`config.mk`:
```
export PLATFORM = sky130hd
export DESIGN_NAME = hotspot_overlay_mc
export DESIGN_NICKNAME = d
export VERILOG_FILES = /design/src/rtl/hotspot_overlay_mc.sv
export SDC_FILE = /design/constraint.sdc
export NUM_CORES = 1
export LEC_CHECK = 0
export ABC_AREA = 1
export CAP_MARGIN = 20
export CORE_UTILIZATION = 40
export CTS_CLUSTER_SIZE = 30
export DETAILED_ROUTE_END_ITERATION = 16
export HOLD_SLACK_MARGIN = 0.08
export PLACE_DENSITY_LB_ADDON = 0.1
export REMOVE_ABC_BUFFERS = 1
export SKIP_CTS_REPAIR_TIMING = 1
export SLEW_MARGIN = 40
export SYNTH_ARGS = -nofsm -noshare
export SYNTH_HDL_FRONTEND = slang
export SYNTH_SLANG_ARGS = --single-unit
```
`constraint.sdc`:
```
create_clock -name clk_pix -period 10.3 [get_ports clk_pix]
set_input_delay 1.545 -clock clk_pix [delete_from_list [all_inputs] [get_ports clk_pix]]
set_output_delay 1.545 -clock clk_pix [all_outputs]
set_load 0.01 [all_outputs]
```
`src/rtl/hotspot_overlay_mc.sv`:
```
// Multi-channel hotspot sprite overlay for an RGB565 video stream.
// Three-stage pipeline: hit test/ROM address, ROM read, composite.
module hotspot_overlay_mc #(
  parameter int N_CH        = 4,
  parameter int SIZE        = 49,
  parameter int H_RES       = 480,
  parameter int V_RES       = 272,
  parameter int HOLD_FRAMES = 30,
  parameter int ADDR_W      = 12
) (
  input  logic              clk_pix,
  input  logic              rst_n,
  input  logic              pos_we,
  input  logic [2:0]        pos_ch,
  input  logic [31:0]       pos_x,
  input  logic [31:0]       pos_y,
  input  logic              blend_mode,
  input  logic              in_vs,
  input  logic              in_hs,
  input  logic              in_de,
  input  logic [15:0]       in_rgb,
  output logic [ADDR_W-1:0] rom_addr,
  input  logic [15:0]       rom_data,
  output logic              out_vs,
  output logic              out_hs,
  output logic              out_de,
  output logic [15:0]       out_rgb,
  output logic [N_CH-1:0]   active_mask
);

  localparam int RADIUS = (SIZE - 1) / 2;
  localparam int CW     = 12;

  logic [CW-1:0]     x_cnt_q, x_cnt_d, y_cnt_q, y_cnt_d;
  logic [CW-1:0]     sh_x_q [N_CH];
  logic [CW-1:0]     sh_x_d [N_CH];
  logic [CW-1:0]     sh_y_q [N_CH];
  logic [CW-1:0]     sh_y_d [N_CH];
  logic [CW-1:0]     act_x_q [N_CH];
  logic [CW-1:0]     act_x_d [N_CH];
  logic [CW-1:0]     act_y_q [N_CH];
  logic [CW-1:0]     act_y_d [N_CH];
  logic [7:0]        life_q [N_CH];
  logic [7:0]        life_d [N_CH];
  logic [N_CH-1:0]   pend_q, pend_d, mask_q, mask_d;

  logic              vs1_q, vs1_d, hs1_q, hs1_d, de1_q, de1_d, hit1_q, hit1_d;
  logic [15:0]       rgb1_q, rgb1_d;
  logic [ADDR_W-1:0] addr1_q, addr1_d;
  logic              vs2_q, vs2_d, hs2_q, hs2_d, de2_q, de2_d, hit2_q, hit2_d;
  logic [15:0]       rgb2_q, rgb2_d;
  logic              vs3_q, vs3_d, hs3_q, hs3_d, de3_q, de3_d;
  logic [15:0]       rgb3_q, rgb3_d;

  logic              vs_rise;
  logic [CW-1:0]     wr_x, wr_y, dx12, dy12;
  logic signed [31:0] dx, dy, win_dx, win_dy, addr_s;
  logic [5:0]        r_sum, b_sum;
  logic [6:0]        g_sum;

  function automatic logic [CW-1:0] clamp(input logic [31:0] v, input int hi);
    if ($signed(v) < 0)       return '0;
    else if ($signed(v) > hi) return CW'(hi);
    else                      return v[CW-1:0];
  endfunction

  function automatic logic near(input logic signed [31:0] d);
    return (d >= -RADIUS) && (d <= RADIUS);
  endfunction

  assign vs_rise = in_vs & ~vs1_q;
  assign wr_x    = clamp(pos_x, H_RES - 1);
  assign wr_y    = clamp(pos_y, V_RES - 1);

  always_comb begin
    x_cnt_d = in_de ? x_cnt_q + CW'(1) : '0;
    y_cnt_d = y_cnt_q;
    if (vs_rise)             y_cnt_d = '0;
    else if (de1_q && !in_de) y_cnt_d = y_cnt_q + CW'(1);
  end

  // Commit is evaluated before the write so a write on the vsync edge stays pending.
  always_comb begin
    pend_d = pend_q;
    for (int unsigned c = 0; c < N_CH; c++) begin
      sh_x_d[c]  = sh_x_q[c];
      sh_y_d[c]  = sh_y_q[c];
      act_x_d[c] = act_x_q[c];
      act_y_d[c] = act_y_q[c];
      life_d[c]  = life_q[c];
      mask_d[c]  = (life_q[c] != 8'd0);
      if (vs_rise) begin
        if (pend_q[c]) begin
          act_x_d[c] = sh_x_q[c];
          act_y_d[c] = sh_y_q[c];
          life_d[c]  = 8'(HOLD_FRAMES);
          pend_d[c]  = 1'b0;
        end else if (life_q[c] != 8'd0) begin
          life_d[c]  = life_q[c] - 8'd1;
        end
      end
      if (pos_we && pos_ch == 3'(c)) begin
        sh_x_d[c] = wr_x;
        sh_y_d[c] = wr_y;
        pend_d[c] = 1'b1;
      end
    end
  end

  always_comb begin
    hit1_d = 1'b0;
    win_dx = '0;
    win_dy = '0;
    dx12   = '0;
    dy12   = '0;
    dx     = '0;
    dy     = '0;
    for (int unsigned c = 0; c < N_CH; c++) begin
      dx12 = x_cnt_q - act_x_q[c];
      dy12 = y_cnt_q - act_y_q[c];
      dx   = {{(32-CW){dx12[CW-1]}}, dx12};
      dy   = {{(32-CW){dy12[CW-1]}}, dy12};
      if (!hit1_d && in_de && life_q[c] != 8'd0 && near(dx) && near(dy)) begin
        hit1_d = 1'b1;
        win_dx = dx;
        win_dy = dy;
      end
    end
    addr_s  = (win_dy + RADIUS) * SIZE + win_dx + RADIUS;
    addr1_d = hit1_d ? ADDR_W'(addr_s) : '0;
    vs1_d   = in_vs;
    hs1_d   = in_hs;
    de1_d   = in_de;
    rgb1_d  = in_rgb;
  end

  always_comb begin
    vs2_d  = vs1_q;
    hs2_d  = hs1_q;
    de2_d  = de1_q;
    hit2_d = hit1_q;
    rgb2_d = rgb1_q;
    vs3_d  = vs2_q;
    hs3_d  = hs2_q;
    de3_d  = de2_q;
    r_sum  = {1'b0, rgb2_q[15:11]} + {1'b0, rom_data[15:11]};
    g_sum  = {1'b0, rgb2_q[10:5]}  + {1'b0, rom_data[10:5]};
    b_sum  = {1'b0, rgb2_q[4:0]}   + {1'b0, rom_data[4:0]};
    rgb3_d = '0;
    if (de2_q) begin
      if (!hit2_q || rom_data == 16'h0000) rgb3_d = rgb2_q;
      else if (blend_mode)                 rgb3_d = {r_sum[5:1], g_sum[6:1], b_sum[5:1]};
      else                                 rgb3_d = rom_data;
    end
  end

  always_ff @(posedge clk_pix or negedge rst_n) begin
    if (!rst_n) begin
      x_cnt_q <= '0;
      y_cnt_q <= '0;
      pend_q  <= '0;
      mask_q  <= '0;
      for (int unsigned c = 0; c < N_CH; c++) begin
        sh_x_q[c]  <= '0;
        sh_y_q[c]  <= '0;
        act_x_q[c] <= '0;
        act_y_q[c] <= '0;
        life_q[c]  <= '0;
      end
      {vs1_q, hs1_q, de1_q, hit1_q} <= '0;
      rgb1_q  <= '0;
      addr1_q <= '0;
      {vs2_q, hs2_q, de2_q, hit2_q} <= '0;
      rgb2_q  <= '0;
      {vs3_q, hs3_q, de3_q} <= '0;
      rgb3_q  <= '0;
    end else begin
      x_cnt_q <= x_cnt_d;
      y_cnt_q <= y_cnt_d;
      pend_q  <= pend_d;
      mask_q  <= mask_d;
      for (int unsigned c = 0; c < N_CH; c++) begin
        sh_x_q[c]  <= sh_x_d[c];
        sh_y_q[c]  <= sh_y_d[c];
        act_x_q[c] <= act_x_d[c];
        act_y_q[c] <= act_y_d[c];
        life_q[c]  <= life_d[c];
      end
      {vs1_q, hs1_q, de1_q, hit1_q} <= {vs1_d, hs1_d, de1_d, hit1_d};
      rgb1_q  <= rgb1_d;
      addr1_q <= addr1_d;
      {vs2_q, hs2_q, de2_q, hit2_q} <= {vs2_d, hs2_d, de2_d, hit2_d};
      rgb2_q  <= rgb2_d;
      {vs3_q, hs3_q, de3_q} <= {vs3_d, hs3_d, de3_d};
      rgb3_q  <= rgb3_d;
    end
  end

  assign rom_addr    = addr1_q;
  assign out_vs      = vs3_q;
  assign out_hs      = hs3_q;
  assign out_de      = de3_q;
  assign out_rgb     = rgb3_q;
  assign active_mask = mask_q;

endmodule

```
==> results.cfg, run 1 <==
[run_status]
outcome = completed

[min_path]
hold_class = flip-flop to flip-flop
hold_depth = 0

[final_layout]
antenna_cells = 0
area_growth_pct = 18.0
drive_above_1_share = 0.0488
final_net_count = 3081

[sta]
slew_violations = 0
tightest_slew_ns = 0.892
maxSlewHeadroom = 0.399
hold_viol_final = 0
period_minus_slack_ns = 7.51
timing.fmax_mhz = 133
fin_crit_sh = 0.729
rsz0062_at_grt = no
setup-violations-final = 0
finalSetupTns_ns = 0
fin_worst_skew_ns = 0.0260

[floorplanning]
fp.dieH_um = 227
die-area_um2 = 51300
design.core.area_um2 = 49400
rows = 81
initial_utilization = 0.408
io_pins = 141
dieWidth_um = 227

[clocking]
cts_max_level = 2
tritoncts = built
clockRootBuffer = clkbuf_16
clkSinkCount = 327
numCtsBuffers = 40
cts.path.max_buffers = 3
clkTransAtPathRegs_ns = 0.05
insertion_delay_ns = 0.58

[yosys]
synth.area.top_cells = dfrtp_1 (41%), nand2_1 (13%), ha_1 (9.4%)
synth_edf_count = 0
synth_largest_area_cell = dfrtp_1
synth_top_area_share = 0.406
synthCells = 2648
avgSynthCellArea_um2 = 7.61
ys_ff_latch = 327
ys.flop_type = dfrtp_1
ys_warn_count = 0
ys_top_cells_by_count = nand2_1 (677), inv_1 (423), dfrtp_1 (327)
synthesis.area_um2 = 20200
synth.most_common_cell = nand2_1
synth_cell_types = 45
ys_seq_area_frac = 0.406
async_reset_ff_frac = 1.00

[pwr]
share_seq_of_total_power = 0.290
total_power_uw = 5670
switching_share = 0.410
p_sw_uw = 2330
p_clk_frac = 0.256
power-per-cell-area_nw_per_um2 = 238
leakagePower_uw = 0.0124
ir_worst_vdd_mv = 0.151
power_frac_comb = 0.454
internal-power_uw = 3340

[critical_path]
cp-start-kind = input port
end_kind = flip-flop
slowest_stage = clkdlybuf4s50_1
crit_path_max_fanout = 15
slowest_delay_ns = 0.68
arrival_ns = 8.00
criticalPathCategory = input port to flip-flop
ff2ff_path_depth = 49
critical_path_required_ns = 10.79

[grt]
grt_max_degree = 104
grt_pass1_vias = 16700
antenna_found_initial = 0
grt_use_total = 0.222
grt_pass1_wl_um = 88300
grt-ovfl-total = 0

[placement]
gp_congestion = 0.885
io_buffers = 140
dp_hpwl_um = 41900

[route]
wl_per_cell_um = 15.8
postRouteAntennaNets = 0
first_iter_violations = 1269
totalWireLength_um = 55200
via_per_inst = 4.99
vias = 17400
dr.pass1.iters = 5
drt_drc_violations_left = 0

[flow_run]
maxCapViolCount = 0
==> power by group through the flow <==
stage                     logic (uW)  registers [uW]  clock network (uW)
after floorplan                 1870            1640                   0
after global placement          2530            1660                   0
after detailed placement        2570            1660                   0
after CTS                       2590            1640                1490
after global routing            2980            1670                1540
final                           2580            1640                1450
==> layer usage <==
layer | vias to the layer above | part of all wire | GRT usage
met5 | - | 0 | 0
li1 | 8813 | - | -
met1 | 8178 | 0.48 | 0.309
met3 | 73 | 0.052 | 0.0359
met2 | 364 | 0.45 | 0.351
met4 | 0 | 0.024 | 0.0671
==> layout by cell type (no fill, tap or decap), types with 3 or more instances in the layout <==
cell type,count
nor2_4,6
nand4_1,42
clkinv_1,6
nand3_2,6
nor2_1,205
nand3b_1,18
a21o_1,5
o22ai_1,8
inv_1,422
nand3_4,3
clkbuf_1,3
a21oi_2,4
nand2_4,4
xnor2_1,20
clkinv_2,8
dfrtp_1,327
a211oi_1,5
clkbuf_16,41
clkbuf_8,10
buf_4,10
a21oi_1,104
nand2_2,7
a31oi_1,7
inv_2,9
conb_1,4
o21ai_1,8
bufinv_16,3
xor2_1,31
nor2_2,7
nand3_1,149
nor4_1,18
nand2_1,677
fa_1,23
o21ai_0,253
nor3_1,41
or2_2,5
clkdlybuf4s50_1,139
o21bai_1,11
ha_1,151
==> sequential cells by signal, indices dropped and copies added (netlist names), 12 cells and up <==
register  flops
life_q       32
sh_x_q       48
rgb1_q       16
rgb2_q       16
act_y_q      48
x_cnt_q      12
out_rgb      16
sh_y_q       48
rom_addr     12
act_x_q      48
y_cnt_q      12
==> worst max-delay path, delay by kind of cell <==
| family | cells | cell delay [ns] |
|---|---|---|
| AND/OR/NAND/NOR | 20 | 1.90 |
| adder cells (fa/ha/maj) | 5 | 1.77 |
| buffers and inverters | 10 | 1.74 |
| AO/OA/AOI/OAI | 5 | 0.85 |
| XOR/XNOR | 1 | 0.19 |
==> final cells by class <==
cell class                 instances  area [um2]
fill                            4936       25600
multi-input combinational       1837       10200
sequential                       327        8180
inverter                         441        1660
timing repair buffer             154        1570
clock buffer                      54        1170
tap                              664         831
clock inverter                    15         204
==> final timing paths <==
kind                                        startpoint                     end  slack (ns)
worst min register to register    rgb1_q[14]$_DFF_PN0_    rgb2_q[14]$_DFF_PN0_        0.35
min in group asynchronous                        rst_n        out_vs$_DFF_PN0_        0.84
worst max register to register  y_cnt_q[0]$_DFFE_PN0P_  rom_addr[11]$_DFF_PN0_        2.88
worst min-delay path              rgb1_q[14]$_DFF_PN0_    rgb2_q[14]$_DFF_PN0_        0.35
worst max-delay path                             in_de  rom_addr[11]$_DFF_PN0_        2.79
max in group asynchronous                        rst_n  sh_x_q[39]$_DFFE_PN0P_        7.71
==> metrics by stage <==
step                hold slack, ns  instance area, um2  utilization  cells  setup slack (ns)
detailed placement           0.335               22400        0.454   3423              2.25
floorplan                    0.331               20000            -   2605              3.88
finish                       0.347               23800        0.482   3492              2.79
CTS                          0.348               23800        0.482   3492              2.82
global route                 0.354               23800        0.482   3492              2.11
global placement             0.333               22300        0.453   3421              2.34
==> kinds of logic after synthesis <==
| kind of cell | count (synthesis) | share of synthesized area |
|---|---|---|
| AO/OA/AOI/OAI | 417 | 0.110 |
| XOR/XNOR | 51 | 0.0222 |
| adder cells (fa/ha/maj) | 174 | 0.117 |
| buffers and inverters | 487 | 0.0911 |
| flip-flops | 327 | 0.406 |
| other | 1 | 0.000186 |
| AND/OR/NAND/NOR | 1191 | 0.254 |
(Power assumes the default switching activity.)
==> inputs of run 2 (changes only) <==
==> constraint.sdc (replaced) <==
create_clock -name clk_pix -period 6.25 [get_ports clk_pix]
set_input_delay 0.9375 -clock clk_pix [delete_from_list [all_inputs] [get_ports clk_pix]]
set_output_delay 0.9375 -clock clk_pix [all_outputs]
set_load 0.01 [all_outputs]
==> run 2 against run 1 <==
- hold slack worse by 0.069 ns
- sequential share of layout area fell by 3.9 points
- clock power grew 78%
- critical path type is now flip-flop to flip-flop
- power is 98% higher
- wire length increased by 5.8%
- final cell count rose by 8.4%
- die area is the same
- flip-flop and latch count unchanged
- critical path depth is 2 higher
- non-clock buffer count rose by 295
- setup slack lost 2.8 ns
- utilization is 6.2 points higher
==> results.cfg, run 2 (same netlist as run 1, synthesis figures left out) <==
[final_layout]
final_cell_mix = nand2_1 (654), inv_1 (397), dfrtp_1 (319)
final_net_count = 3375
antenna_cells = 0
final_cells = 3786
drive_above_1_share = 0.185
area_growth_pct = 33.3
final_common_cell = nand2_1
nFillCells = 4660
final_util = 0.544

[critical_path]
cp-start-kind = flip-flop
end_kind = flip-flop
arrival_ns = 6.71
slowest_delay_ns = 0.50
crit_start = act_y_q[24]$_DFFE_PN0P_
critical_path_required_ns = 6.74
crit_path_max_fanout = 4
criticalPathCategory = flip-flop to flip-flop
critPathBufInv = 4
worst_r2r_startpoint = act_y_q[24]$_DFFE_PN0P_
slowest_stage = dfrtp_1
cpLargestDelayFamily = adder cells

[clocking]
clkTransAtPathRegs_ns = 0.06
cts_max_level = 2
clockRootBuffer = clkbuf_16
tritoncts = built
numCtsBuffers = 39
clkSinkCount = 327
insertion_delay_ns = 0.57
cts.path.max_buffers = 3

[route]
via_per_inst = 4.88
postRouteAntennaNets = 0
vias = 18500
drt_drc_violations_left = 0
dr.pass1.iters = 7
first_iter_violations = 1082
totalWireLength_um = 58400
wl_per_cell_um = 15.4

[sta]
fin_worst_skew_ns = 0.0146
period_minus_slack_ns = 6.22
maxSlewHeadroom = 0.440
rsz0062_at_grt = yes
holdWs_ns = 0.278
fin_crit_sh = 0.996
worst_slack_ns = 0.0265
tightest_slew_ns = 0.831
hold_viol_final = 0
slew_violations = 0
timing.fmax_mhz = 161
setup-violations-final = 0

[placement]
dp_hpwl_um = 44600
gp_congestion = 0.873
io_buffers = 140
post-place-ws_ns = -0.440
placedCellCount = 3701

[grt]
grt_pass1_vias = 17500
busiest_layer = met2
grt_max_degree = 107
grt_use_total = 0.228
grtUsageMet1 = 0.325
grt_pass1_wl_um = 91600
grt.met3_usage = 0.0258
met2_usage = 0.366
antenna_found_initial = 0
grt-ovfl-total = 0

[pwr]
leakagePower_uw = 0.0138
power-per-cell-area_nw_per_um2 = 419
ir_worst_vdd_mv = 0.251

[floorplanning]
dieWidth_um = 227
fp.dieH_um = 227
io_pins = 141
die-area_um2 = 51300
rows = 81
initial_utilization = 0.408
design.core.area_um2 = 49400

[run_status]
outcome = completed

[min_path]
hold_class = input port to async pin

[flow_run]
maxCapViolCount = 0
==> run 2: cell types whose count changed in the layout (fill, tap and decap cells not counted), moves of 9 or more <==
cell,before,now
nand3_1,149,136
nand2_2,7,28
nand2_1,677,654
ha_4,0,30
inv_2,9,32
nor2_1,205,195
buf_4,10,297
a21oi_2,4,14
ha_1,151,118
inv_1,422,397
fa_1,23,14
fa_2,0,9
a21oi_1,104,94
nand3_2,6,18
==> run 2: worst register-to-register path, delay by kind of cell, from the launching register on <==
kind                       cells  cell delay (ns)
AOI/OAI and AO/OA              6             0.69
adders and majority gates      8             2.44
buffers and inverters          4             0.19
DFF                            1             0.50
and+or+nand+nor               25             2.35
==> run 2: cell type report <==
cell class	count	area (um2)	share of cell area
flip-flops and latches	327	8190	0.305
clock inverters	17	360	0.0134
inverters	441	1660	0.0619
repair buffers	449	3820	0.142
clock buffers	51	1090	0.0406
multi-input cells	1837	10900	0.406
well taps	664	831	0.0309
==> run 2: path summary, 6_finish.rpt <==
path / endpoint / slack [ns] / depth (start not counted)
setup / recovery: rom_addr[11]$_DFF_PN0_ / 0.03 / 43
hold / removal: vs2_q$_DFF_PN0_ / 0.28 / 1
setup reg to reg: rom_addr[11]$_DFF_PN0_ / 0.03 / 43
hold reg to reg: rgb2_q[1]$_DFF_PN0_ / 0.34 / 0
max in group asynchronous: act_x_q[12]$_DFFE_PN0P_ / 4.75 / 3
min in group clk_pix: rgb2_q[1]$_DFF_PN0_ / 0.34 / 0
==> run 2: through the flow <==
stage / cell area, um2 / power (uW) / setup TNS, ns
2_1_floorplan: 20000 / 5790 / -0.157
6_report: 26900 / 11200 / 0
3_3_place_gp: 24500 / 7870 / -0.563
4_1_cts: 26000 / 10600 / -0.551
5_1_grt: 26900 / 12100 / -0.295
3_5_place_dp: 24500 / 7960 / -0.634
==> run 2: power by group <==
group          internal (uW)  switching [uW]
Sequential              2500             210
Clock                   1650             929
Combinational           2750            3220
==> run 2: metal layers <==
metal / vias up / wire, um / part of all wire
li1: 9384 / - / -
met2: 385 / 26500 / 0.45
met5: - / 0 / 0
met4: 0 / 1300 / 0.022
met3: 81 / 2510 / 0.043
met1: 8616 / 28100 / 0.48
